$ cat config.mk
export PLATFORM = sky130hd
export DESIGN_NAME = rand_roller
export DESIGN_NICKNAME = d
export VERILOG_FILES = /design/src/rtl/rand_roller_pkg.sv /design/src/rtl/rand_hist_buf.sv /design/src/rtl/rand_roller.sv
export SDC_FILE = /design/constraint.sdc
export NUM_CORES = 1
export LEC_CHECK = 0
export ABC_AREA = 1
export ABC_CLOCK_PERIOD_IN_PS = 8400
export BUFFER_PORTS_ARGS = -buffer_cell sky130_fd_sc_hd__buf_2
export CAP_MARGIN = 20
export CORE_MARGIN = 5
export CORE_UTILIZATION = 65
export CTS_BUF_LIST = sky130_fd_sc_hd__clkbuf_8 sky130_fd_sc_hd__clkbuf_16
export CTS_CLUSTER_DIAMETER = 30
export DETAILED_ROUTE_END_ITERATION = 16
export MAX_ROUTING_LAYER = met4
export PLACE_DENSITY = 0.85
export SLEW_MARGIN = 20
export SYNTH_ARGS = -nofsm -noshare
export SYNTH_HDL_FRONTEND = slang
export SYNTH_HIERARCHICAL = 1
export SYNTH_SLANG_ARGS = --single-unit
$ cat constraint.sdc
create_clock -name i_clk -period 8.4 [get_ports i_clk]
set_input_delay 0.84 -clock i_clk [delete_from_list [all_inputs] [get_ports i_clk]]
set_output_delay 0.84 -clock i_clk [all_outputs]
set_load 0.05 [all_outputs]
$ cat src/rtl/rand_roller_pkg.sv
// rand_roller_pkg
//   Shared types and helpers for the dice-style random roller.
//   state_t   : roller FSM states (S_IDLE, S_ROLL)
//   lcg_next  : one linear congruential step, x*a + c (caller keeps the low bits it needs)
//   lfsr_next : one Galois LFSR step, (x >> 1) ^ (x[0] ? taps : 0)
//   Both helpers work on 32-bit values so that any DATA_W up to 32 can use them;
//   callers zero-extend their operands and truncate the result back to DATA_W.
package rand_roller_pkg;

  typedef enum logic {
    S_IDLE = 1'b0,
    S_ROLL = 1'b1
  } state_t;

  function automatic logic [31:0] lcg_next(input logic [31:0] x,
                                           input logic [31:0] a,
                                           input logic [31:0] c);
    return x * a + c;
  endfunction

  function automatic logic [31:0] lfsr_next(input logic [31:0] x,
                                            input logic [31:0] taps);
    return (x >> 1) ^ (x[0] ? taps : 32'd0);
  endfunction

endpackage

$ cat src/rtl/rand_hist_buf.sv
// rand_hist_buf
//   Circular result history for rand_roller with browse logic.
//   Ports:
//     i_clk, i_rst_n : clock and synchronous active-low reset
//     i_wr_en        : log i_wr_data this cycle (newest entry), view offset returns to 0
//     i_wr_data      : value to log
//     i_browse_en    : browse pulses are honoured this cycle (idle, no start)
//     i_prev, i_next : step the view offset older / newer
//     o_ofs          : registered view offset, 0 = newest
//     o_view_d       : entry that will be on view after this edge (0 when empty);
//                      the parent registers it into its output flop
module rand_hist_buf
  import rand_roller_pkg::*;
#(
  parameter int DATA_W     = 4,
  parameter int HIST_DEPTH = 4,
  localparam int OFS_W     = $clog2(HIST_DEPTH)
) (
  input  logic              i_clk,
  input  logic              i_rst_n,
  input  logic              i_wr_en,
  input  logic [DATA_W-1:0] i_wr_data,
  input  logic              i_browse_en,
  input  logic              i_prev,
  input  logic              i_next,
  output logic [OFS_W-1:0]  o_ofs,
  output logic [DATA_W-1:0] o_view_d
);

  localparam int CNT_W = $clog2(HIST_DEPTH + 1);

  logic [DATA_W-1:0] hist_q [HIST_DEPTH];
  logic [OFS_W-1:0]  wr_ptr_q, wr_ptr_d;
  logic [OFS_W-1:0]  ofs_q, ofs_d;
  logic [CNT_W-1:0]  cnt_q, cnt_d;
  logic [OFS_W-1:0]  rd_idx;

  always_comb begin
    wr_ptr_d = wr_ptr_q;
    cnt_d    = cnt_q;
    ofs_d    = ofs_q;
    if (i_wr_en) begin
      // HIST_DEPTH is a power of two, so the pointer wraps on its own.
      wr_ptr_d = wr_ptr_q + OFS_W'(1);
      if (cnt_q != CNT_W'(HIST_DEPTH)) cnt_d = cnt_q + CNT_W'(1);
      ofs_d = '0;
    end else if (i_browse_en && (cnt_q != '0)) begin
      if (i_prev && !i_next && (CNT_W'(ofs_q) < cnt_q - CNT_W'(1))) begin
        ofs_d = ofs_q + OFS_W'(1);
      end else if (i_next && !i_prev && (ofs_q != '0)) begin
        ofs_d = ofs_q - OFS_W'(1);
      end
    end
  end

  // View of the post-edge state. On a write the offset snaps to 0 and the
  // newest entry is the one being written, so forward it instead of reading
  // the array slot that has not been updated yet.
  always_comb begin
    rd_idx = wr_ptr_d - OFS_W'(1) - ofs_d;
    if (cnt_d == '0) begin
      o_view_d = '0;
    end else if (i_wr_en) begin
      o_view_d = i_wr_data;
    end else begin
      o_view_d = hist_q[rd_idx];
    end
  end

  always_ff @(posedge i_clk) begin
    if (!i_rst_n) begin
      wr_ptr_q <= '0;
      cnt_q    <= '0;
      ofs_q    <= '0;
      for (int i = 0; i < HIST_DEPTH; i++) hist_q[i] <= '0;
    end else begin
      wr_ptr_q <= wr_ptr_d;
      cnt_q    <= cnt_d;
      ofs_q    <= ofs_d;
      if (i_wr_en) hist_q[wr_ptr_q] <= i_wr_data;
    end
  end

  assign o_ofs = ofs_q;

endmodule

$ cat src/rtl/rand_roller.sv
// rand_roller
//   Dice-style roller: i_start launches a roll whose value updates NUM_STEPS
//   times at progressively longer intervals, then the result is logged into a
//   circular history that i_prev / i_next browse while idle.
//   Ports:
//     i_clk, i_rst_n : clock and synchronous active-low reset
//     i_start        : start a roll (idle) / abort and log the running roll
//     i_prev, i_next : browse older / newer history entries (idle only)
//     o_random_out   : live value while rolling, else the viewed history entry
//     o_busy         : high while rolling
//     o_done         : one-cycle pulse after a result is logged
//     o_hist_ofs     : history view offset, 0 = newest
//   Build option: define RAND_ROLLER_LFSR_EN to replace the LCG update with a
//   Galois LFSR step (seed = FR[DATA_W-1:0] | 1, multiplier unused).
module rand_roller
  import rand_roller_pkg::*;
#(
  parameter int              DATA_W     = 4,
  parameter int              HIST_DEPTH = 4,
  parameter int              NUM_STEPS  = 16,
  parameter int              BASE_INT   = 2,
  parameter int              INT_INC    = 1,
  parameter int              LCG_C      = 9,
  parameter int              FR_W       = 32,
  parameter logic [DATA_W-1:0] LFSR_TAPS = 4'b1001
) (
  input  logic                          i_clk,
  input  logic                          i_rst_n,
  input  logic                          i_start,
  input  logic                          i_prev,
  input  logic                          i_next,
  output logic [DATA_W-1:0]             o_random_out,
  output logic                          o_busy,
  output logic                          o_done,
  output logic [$clog2(HIST_DEPTH)-1:0] o_hist_ofs
);

`ifdef RAND_ROLLER_LFSR_EN
  localparam bit LFSR_MODE = 1'b1;
`else
  localparam bit LFSR_MODE = 1'b0;
`endif

  // Longest interval is BASE_INT + (NUM_STEPS-1)*INT_INC; tick never exceeds it.
  localparam int TICK_W = $clog2(BASE_INT + (NUM_STEPS - 1) * INT_INC + 1);
  localparam int STEP_W = $clog2(NUM_STEPS + 1);

  state_t            state_q, state_d;
  logic [FR_W-1:0]   fr_q;
  logic [DATA_W-1:0] x_q, x_d;
  logic [DATA_W-1:0] a_q, a_d;
  logic [TICK_W-1:0] tick_q, tick_d;
  logic [STEP_W-1:0] step_q, step_d;
  logic              log_en;
  logic [31:0]       limit;
  logic [31:0]       lcg_full, lfsr_full;
  logic [DATA_W-1:0] gen_next;
  logic [DATA_W-1:0] view_d;
  logic [DATA_W-1:0] random_out_q;
  logic              busy_q, done_q;

  always_comb begin
    lcg_full  = lcg_next(32'(x_q), 32'(a_q), 32'(LCG_C));
    lfsr_full = lfsr_next(32'(x_q), 32'(LFSR_TAPS));
    gen_next  = LFSR_MODE ? DATA_W'(lfsr_full) : DATA_W'(lcg_full);
    // Update k (k = step) fires when tick reaches its interval minus one.
    limit     = 32'(BASE_INT) + 32'(step_q) * 32'(INT_INC) - 32'd1;
  end

  always_comb begin
    state_d = state_q;
    x_d     = x_q;
    a_d     = a_q;
    tick_d  = tick_q;
    step_d  = step_q;
    log_en  = 1'b0;
    case (state_q)
      S_IDLE: begin
        if (i_start) begin
          if (LFSR_MODE) begin
            x_d = fr_q[DATA_W-1:0] | DATA_W'(1);   // LFSR must never hold zero
          end else begin
            x_d = fr_q[2*DATA_W-1:DATA_W];
          end
          a_d     = {fr_q[DATA_W-1:1], 1'b1};      // odd multiplier
          tick_d  = '0;
          step_d  = '0;
          state_d = S_ROLL;
        end
      end
      S_ROLL: begin
        if (i_start) begin
          // Abort: log the value currently showing, even on an update edge.
          log_en  = 1'b1;
          state_d = S_IDLE;
        end else if (32'(tick_q) == limit) begin
          x_d    = gen_next;
          step_d = step_q + STEP_W'(1);
          tick_d = '0;
          if (32'(step_q) == 32'(NUM_STEPS - 1)) begin
            log_en  = 1'b1;
            state_d = S_IDLE;
          end
        end else begin
          tick_d = tick_q + TICK_W'(1);
        end
      end
      default: state_d = S_IDLE;
    endcase
  end

  rand_hist_buf #(
    .DATA_W     (DATA_W),
    .HIST_DEPTH (HIST_DEPTH)
  ) u_hist (
    .i_clk       (i_clk),
    .i_rst_n     (i_rst_n),
    .i_wr_en     (log_en),
    .i_wr_data   (x_d),
    .i_browse_en ((state_q == S_IDLE) && !i_start),
    .i_prev      (i_prev),
    .i_next      (i_next),
    .o_ofs       (o_hist_ofs),
    .o_view_d    (view_d)
  );

  always_ff @(posedge i_clk) begin
    if (!i_rst_n) begin
      state_q      <= S_IDLE;
      fr_q         <= '0;
      x_q          <= '0;
      a_q          <= '0;
      tick_q       <= '0;
      step_q       <= '0;
      random_out_q <= '0;
      busy_q       <= 1'b0;
      done_q       <= 1'b0;
    end else begin
      state_q      <= state_d;
      fr_q         <= fr_q + FR_W'(1);
      x_q          <= x_d;
      a_q          <= a_d;
      tick_q       <= tick_d;
      step_q       <= step_d;
      random_out_q <= (state_d == S_ROLL) ? x_d : view_d;
      busy_q       <= (state_d == S_ROLL);
      done_q       <= log_en;
    end
  end

  assign o_random_out = random_out_q;
  assign o_busy       = busy_q;
  assign o_done       = done_q;

endmodule

# After elaboration in Yosys (flattened, before gate mapping)
# Memories as Yosys holds them, arrays and structs flattened.
# Cells that the tools add are included.
word_totals:
  regBits: 63
  out_inout_bits: 8
  input_bits: 5
  mem_count: 1
  mem_bits_rw: 16
mem_list:
  columns: ["name", "words", "width", "rd", "rd_clocked_by_memory_dff", "wr", "line", "rtl"]
  rows:
  - ["u_hist.hist_q", 4, 4, 1, 0, 4, "rand_hist_buf.sv:32", "logic [DATA_W-1:0] hist_q [HIST_DEPTH];"]
op_classes:
  n_reduce_logical: 16
  mul: 1
  eq_ne: 6
  n_mux: 37
  bitwise_logic: 1
  n_addsub: 13
  magnitude_cmp: 1
op_table:
  columns: ["operator", "count"]
  rows:
  - ["$add A32 B1 Y32 const B", 1]
  - ["$eq A5 B32 Y1", 1]
  - ["$mux W4", 7]
  - ["$mux W5", 5]
  - ["$pmux W5 S2", 2]
  - ["$mux W1", 13]
  - ["$mux W2", 6]
  - ["$add A5 B1 Y5 const B", 2]
  - ["$pmux W4 S2", 1]
  - ["$sub A6 B1 Y7 const B", 1]
  - ["$add A2 B5 Y6 const A", 1]
  - ["$logic_and A1 B1 Y1", 6]
  - ["$mux W3", 2]
  - ["$eq A5 B4 Y1 const B", 1]
  - ["$add A2 B1 Y2 const B", 2]
  - ["$add A4 B4 Y4 const B", 1]
  - ["$mul A4 B4 Y4", 1]
  - ["$ne A2 B2 Y1 const B", 2]
  - ["$reduce_and A2 Y1", 2]
  - ["$reduce_or A4 Y1", 1]
  - ["$sub A2 B1 Y2 const B", 2]
  - ["$add A3 B1 Y3 const B", 1]
  - ["$logic_not A1 Y1", 3]
  - ["$logic_not A3 Y1", 1]
  - ["other kinds (10)", 10]

# Depth between registers and ports, before layout
# An unclocked memory read counts as a cell.
depth:
  depth_word: 13
  mapped_depth: 30

# Hierarchy
# Netlist, hierarchy kept.
by_module_without_submodules:
  columns: ["module", "area_per_inst_um2", "instances", "cells_per_inst"]
  rows:
  - ["rand_roller", 1926.8, 1, 276]
  - ["rand_hist_buf", 1386.3, 1, 164]

# Worst setup path after synthesis
# OpenSTA, ideal clock, no wires.
synth_path:
  kind: "reg2reg"
  from: "reg step_q[0]"
  to: "reg random_out_q[3], in the netlist o_random_out[3]"
  arrival_ns: 3.190
  setup_slack_ns: 5.098
  path_stages_with_launch: 28
  path_buffers: 1
  cell_sequence: "dfxtp_1 -> ha_1 -> nand2_1 -> nor2_1 -> ha_1 -> nand2_1 -> inv_1 -> nor2_2 -> nand3_2 -> nor2_4 -> nand3_2 -> nand2_2 -> nand2_4 -> inv_1 -> nand2_1 -> inv_1 -> nor2_1 -> ha_1 -> clkbuf_8 -> mux2_2 -> nand3_1 -> nand2_1 -> nor2_1 -> nor2_1 -> inv_1 -> nand2_1 -> nand2_1 -> nor2_2"
synth_via:
  elab_chain_cells: 13
  elab_cells_between_ends: 25
  classes_between: "add/sub: 4; eq/ne: 2; mux: 17; reduce/logical: 1; memory: 1"
synth_lines:
  columns: ["item", "line", "rtl"]
  rows:
  - ["start: declaration", "rand_roller.sv:53", "logic [STEP_W-1:0] step_q, step_d;"]
  - ["start signal: assignment", "rand_roller.sv:144", "step_q <= step_d;"]
  - ["$add A2 B5 Y6", "rand_roller.sv:67", "limit = 32'(BASE_INT) + 32'(step_q) * 32'(INT_INC) - 32'd1;"]
  - ["$sub A6 B1 Y7", "rand_roller.sv:67", null]
  - ["$eq A5 B32 Y1", "rand_roller.sv:96", "end else if (32'(tick_q) == limit) begin"]
  - ["$mux W1 (*)", "rand_roller.sv:96", null]
  - ["$mux W1 (*)", "rand_roller.sv:92", "if (i_start) begin"]
  - ["$mux W1 (*)", "rand_roller.sv:77", "case (state_q)"]
  - ["net log_en", "rand_roller.sv:54", "logic log_en;"]
  - ["$mux W2 (*)", "rand_hist_buf.sv:42", "if (i_wr_en) begin"]
  - ["net u_hist.wr_ptr_d[0]", "rand_hist_buf.sv:33", "logic [OFS_W-1:0] wr_ptr_q, wr_ptr_d;"]
  - ["$sub A2 B1 Y2 (*)", "rand_hist_buf.sv:60", "rd_idx = wr_ptr_d - OFS_W'(1) - ofs_d;"]
  - ["$sub A2 B2 Y2 (*)", "rand_hist_buf.sv:60", null]
  - ["$mem_v2 Z4 W4 (*)", null, null]
  - ["$mux W4 (*)", "rand_hist_buf.sv:63", "end else if (i_wr_en) begin"]
  - ["$mux W4 (*)", "rand_hist_buf.sv:61", "if (cnt_d == '0) begin"]
  - ["net view_d[3]", "rand_roller.sv:58", "logic [DATA_W-1:0] view_d;"]
  - ["$mux W4 (*)", "rand_roller.sv:145", "random_out_q <= (state_d == S_ROLL) ? x_d : view_d;"]
  - ["end signal: assignment", "rand_roller.sv:145", null]
  - ["end: declaration", "rand_roller.sv:59", "logic [DATA_W-1:0] random_out_q;"]
# Mark *: on every way through the listed nets, which the timed path passes. The rest lies on a longest branch.
# A chain may end at the register's enable or synchronous reset.

# Final worst setup path
# Same ends and word-level chain as after synthesis.

==> results.sh <==
export IMPL_htreeDepth=2
export IMPL_synth_ff_type="dfxtp_1"
export IMPL_initial_core_util=0.657
export IMPL_rsz0062_at_grt="false"
export IMPL_n_antenna_cell=0
export IMPL_cp_top_family="simple AND/OR/NAND/NOR gates"
export IMPL_hold_end="fr_q[0]"
export IMPL_yosysSeqAreaShare=0.381
export IMPL_rows=26
export IMPL_swShare=0.303
export IMPL_slowest_delay_ns=0.50
export IMPL_areaGrowthSynthToFinish_pct=6.72
export IMPL_drc=0
export IMPL_worstReg2RegEnd="o_random_out[3]"
export IMPL_synth_edf_count=16
export IMPL_crit_cells=26
export IMPL_power_density_mw_per_mm2=169
export IMPL_crit_type="flip-flop to flip-flop"
export IMPL_p_leak_nw=1.65
export IMPL_top_layer="met4"
export IMPL_grt_max_degree=25
export IMPL_required_ns=8.61
export IMPL_pwr_share_comb=0.207
export IMPL_fmax_mhz=262
export IMPL_io_pins=13
export IMPL_fin_crit_ns=3.81
export IMPL_drt_total_wl_mm=6.33
export IMPL_grt_pass1_wl_mm=11.0
export IMPL_p_int_mw=0.417
export IMPL_regArea_mm2=0.00126
export IMPL_r2r_start="step_q[0]"
export IMPL_dr_wl_met3_um=266
export IMPL_clkLatencyLatePin_ns=0.31
export IMPL_met2WireLength_mm=3.15
export IMPL_power_frac_seq=0.503
export IMPL_finalCritPeriodShare=0.454
export IMPL_fin_cells=524
export IMPL_hold_violations=0
export IMPL_clock_path_buffers=2
export IMPL_dpl_hpwl_mm=4.95
export IMPL_wl_per_cell_um=12.1
export IMPL_dr_pass1_iters=4
export IMPL_core_region_area_mm2=0.00504
export IMPL_wl_met1_mm=2.82
export IMPL_yosys_register_bits=55
export IMPL_placedCellCount=516
export IMPL_synth_nets=465
export IMPL_hold_path_class="flip-flop to flip-flop"
export IMPL_yosysWarningCount=6
export IMPL_hold_path_depth=1
export IMPL_ir_drop_mv=0.122
export IMPL_cap_violations=0
export IMPL_path_buf_inv=4
export IMPL_overflow=0
export IMPL_grtUsageTotal=0.220
export IMPL_critPathSlowestCell="ha_1"
export IMPL_mostFrequentLayoutCell="nand2_1"
export IMPL_max_slew_margin=0.555
export IMPL_antenna_found_initial=0
export IMPL_ff2ff_path_depth=26
export IMPL_p_switching_mw=0.182
export IMPL_worstMarginPinSlew_ns=0.667
export IMPL_finClkSkew_ns=0.00754
export IMPL_final_nets=478
export IMPL_ys_types=33
export IMPL_grt_pass1_vias=2576
export IMPL_syn_area_mm2=0.00331
export IMPL_drive_above_1_share=0.150
export IMPL_cpMostUsedCell="nand2_1"
export IMPL_cts_setup_buffers=0
export IMPL_via_per_inst=5.19
export IMPL_gp_congestion=0.916
export IMPL_hold_buffers=0
export IMPL_syn_mean_instance_area_um2=7.53
export IMPL_path_clk_slew_ns=0.09
export IMPL_dr_first_iter_drc_count=145
export IMPL_final_cell_mix="nand2_1 (76), nor2_1 (72), inv_1 (68), dfxtp_1 (39), a21oi_1 (28)"
export IMPL_hp_start="fr_q[0]"
export IMPL_path_max_fanout=8
export IMPL_cts_resized=0
export IMPL_cts_root_buf="clkbuf_8"
export IMPL_fill_cells=411
export IMPL_cts_tree="done"
export IMPL_power_share_clock=0.290
export IMPL_fin_tns_setup_ns=0
export IMPL_die_w_um=81.4
export IMPL_via_count=2721
export IMPL_status="finished clean"
export IMPL_numCtsBuffers=5
export IMPL_clkSinkCount=55
export IMPL_postSynthCellCount=440
export IMPL_drv_slew=0
export IMPL_cp_arrival_ns=4.02
export IMPL_synthArstFlopShare=0
export IMPL_io_buffers=12
export IMPL_critPathCaptureType="flip-flop"
export IMPL_startpoint_type="flip-flop"
export IMPL_postRouteAntennaNets=0
export IMPL_multiInputGateArea_mm2=0.00173
export IMPL_die_y_um=81.4
export IMPL_dieArea_mm2=0.00663
export IMPL_finalSetupViolCount=0
export IMPL_rrSetupSlack_ns=4.59
export IMPL_final_core_util=0.701
## per-stage QoR
stage	setup WS, ns	total power [mW]	cell area, um^2	hold WS (ns)
after floorplan	5.10	0.404	3310	0.418
after global placement	4.71	0.425	3420	0.433
after detailed placement	4.64	0.430	3420	0.445
after CTS	4.60	0.600	3540	0.467
after global routing	4.17	0.631	3540	0.483
final	4.59	0.598	3540	0.459
## cell usage after synthesis, types with 6 or more instances
master     n  share of area
edfxtp_1  16           0.15
nand2_1   76          0.086
a21oi_1   28          0.042
inv_2      7         0.0079
nor2_1    72          0.082
nand3_1   18          0.027
xor2_1     8          0.021
nand2_2   14          0.026
nand3_2   11          0.033
dfxtp_1   39           0.24
o21ai_0   17          0.026
nor3_1     6         0.0091
ha_1      20          0.076
inv_1     67          0.076
## sequential cells by signal (all words and copies together), names as in the netlist, 3 cells and up
register and cells:
u_hist/hist_q 16, fr_q 8, step_q 5, tick_q 5, a_q 4, o_random_out 4, x_q 4, u_hist/cnt_q 3
## worst reg2reg max path, delay by kind of cell (launching register included)
family                   cells  cell delay [ns]
AND/OR/NAND/NOR             18             1.46
adder cells (fa/ha/maj)      3             0.97
flip-flops                   1             0.46
buffers and inverters        4             0.44
multiplexers                 1             0.38
## how the worst max path moves through the flow
stage | from | endpoint
finish | step_q[0] | o_random_out[3]
global route | step_q[0] | o_random_out[1]
CTS | step_q[0] | o_random_out[3]
detailed placement | step_q[0] | o_random_out[3]
global placement | step_q[0] | o_random_out[3]
floorplan | step_q[0] | o_random_out[3]
## kinds of logic after synthesis
| kind of cell | Yosys count | synth area share |
|---|---|---|
| DFF | 55 | 0.381 |
| muxes | 8 | 0.0257 |
| xor gates and xnor gates | 12 | 0.0340 |
| adders and majority gates | 20 | 0.0755 |
| AOI/OAI and AO/OA | 50 | 0.0767 |
| buffers and inverters | 81 | 0.0967 |
| and+or+nand+nor | 214 | 0.311 |
## per-layer routing
metal  global-route usage  vias up
met5                    -        -
met4               0.0659        0
met3               0.0443       13
met2                0.383       60
met1                0.253     1238
li1                     -     1410
## layout make-up
| class | instances | share of cell area |
|---|---|---|
| tap | 70 | 0.0248 |
| inverter | 75 | 0.0803 |
| clock buffer | 5 | 0.0195 |
| multi-input combinational | 304 | 0.490 |
| clock inverter | 3 | 0.0120 |
| timing repair buffer | 12 | 0.0170 |
| sequential | 55 | 0.357 |
## power groups by stage
stage,clock (mW),sequential [mW],combinational (mW)
after floorplan,0,0.312,0.0923
after global placement,0,0.306,0.119
after detailed placement,0,0.307,0.123
after CTS,0.176,0.301,0.124
after global routing,0.188,0.303,0.140
final,0.174,0.301,0.124
No activity file was read; power rests on OpenSTA's default activity.
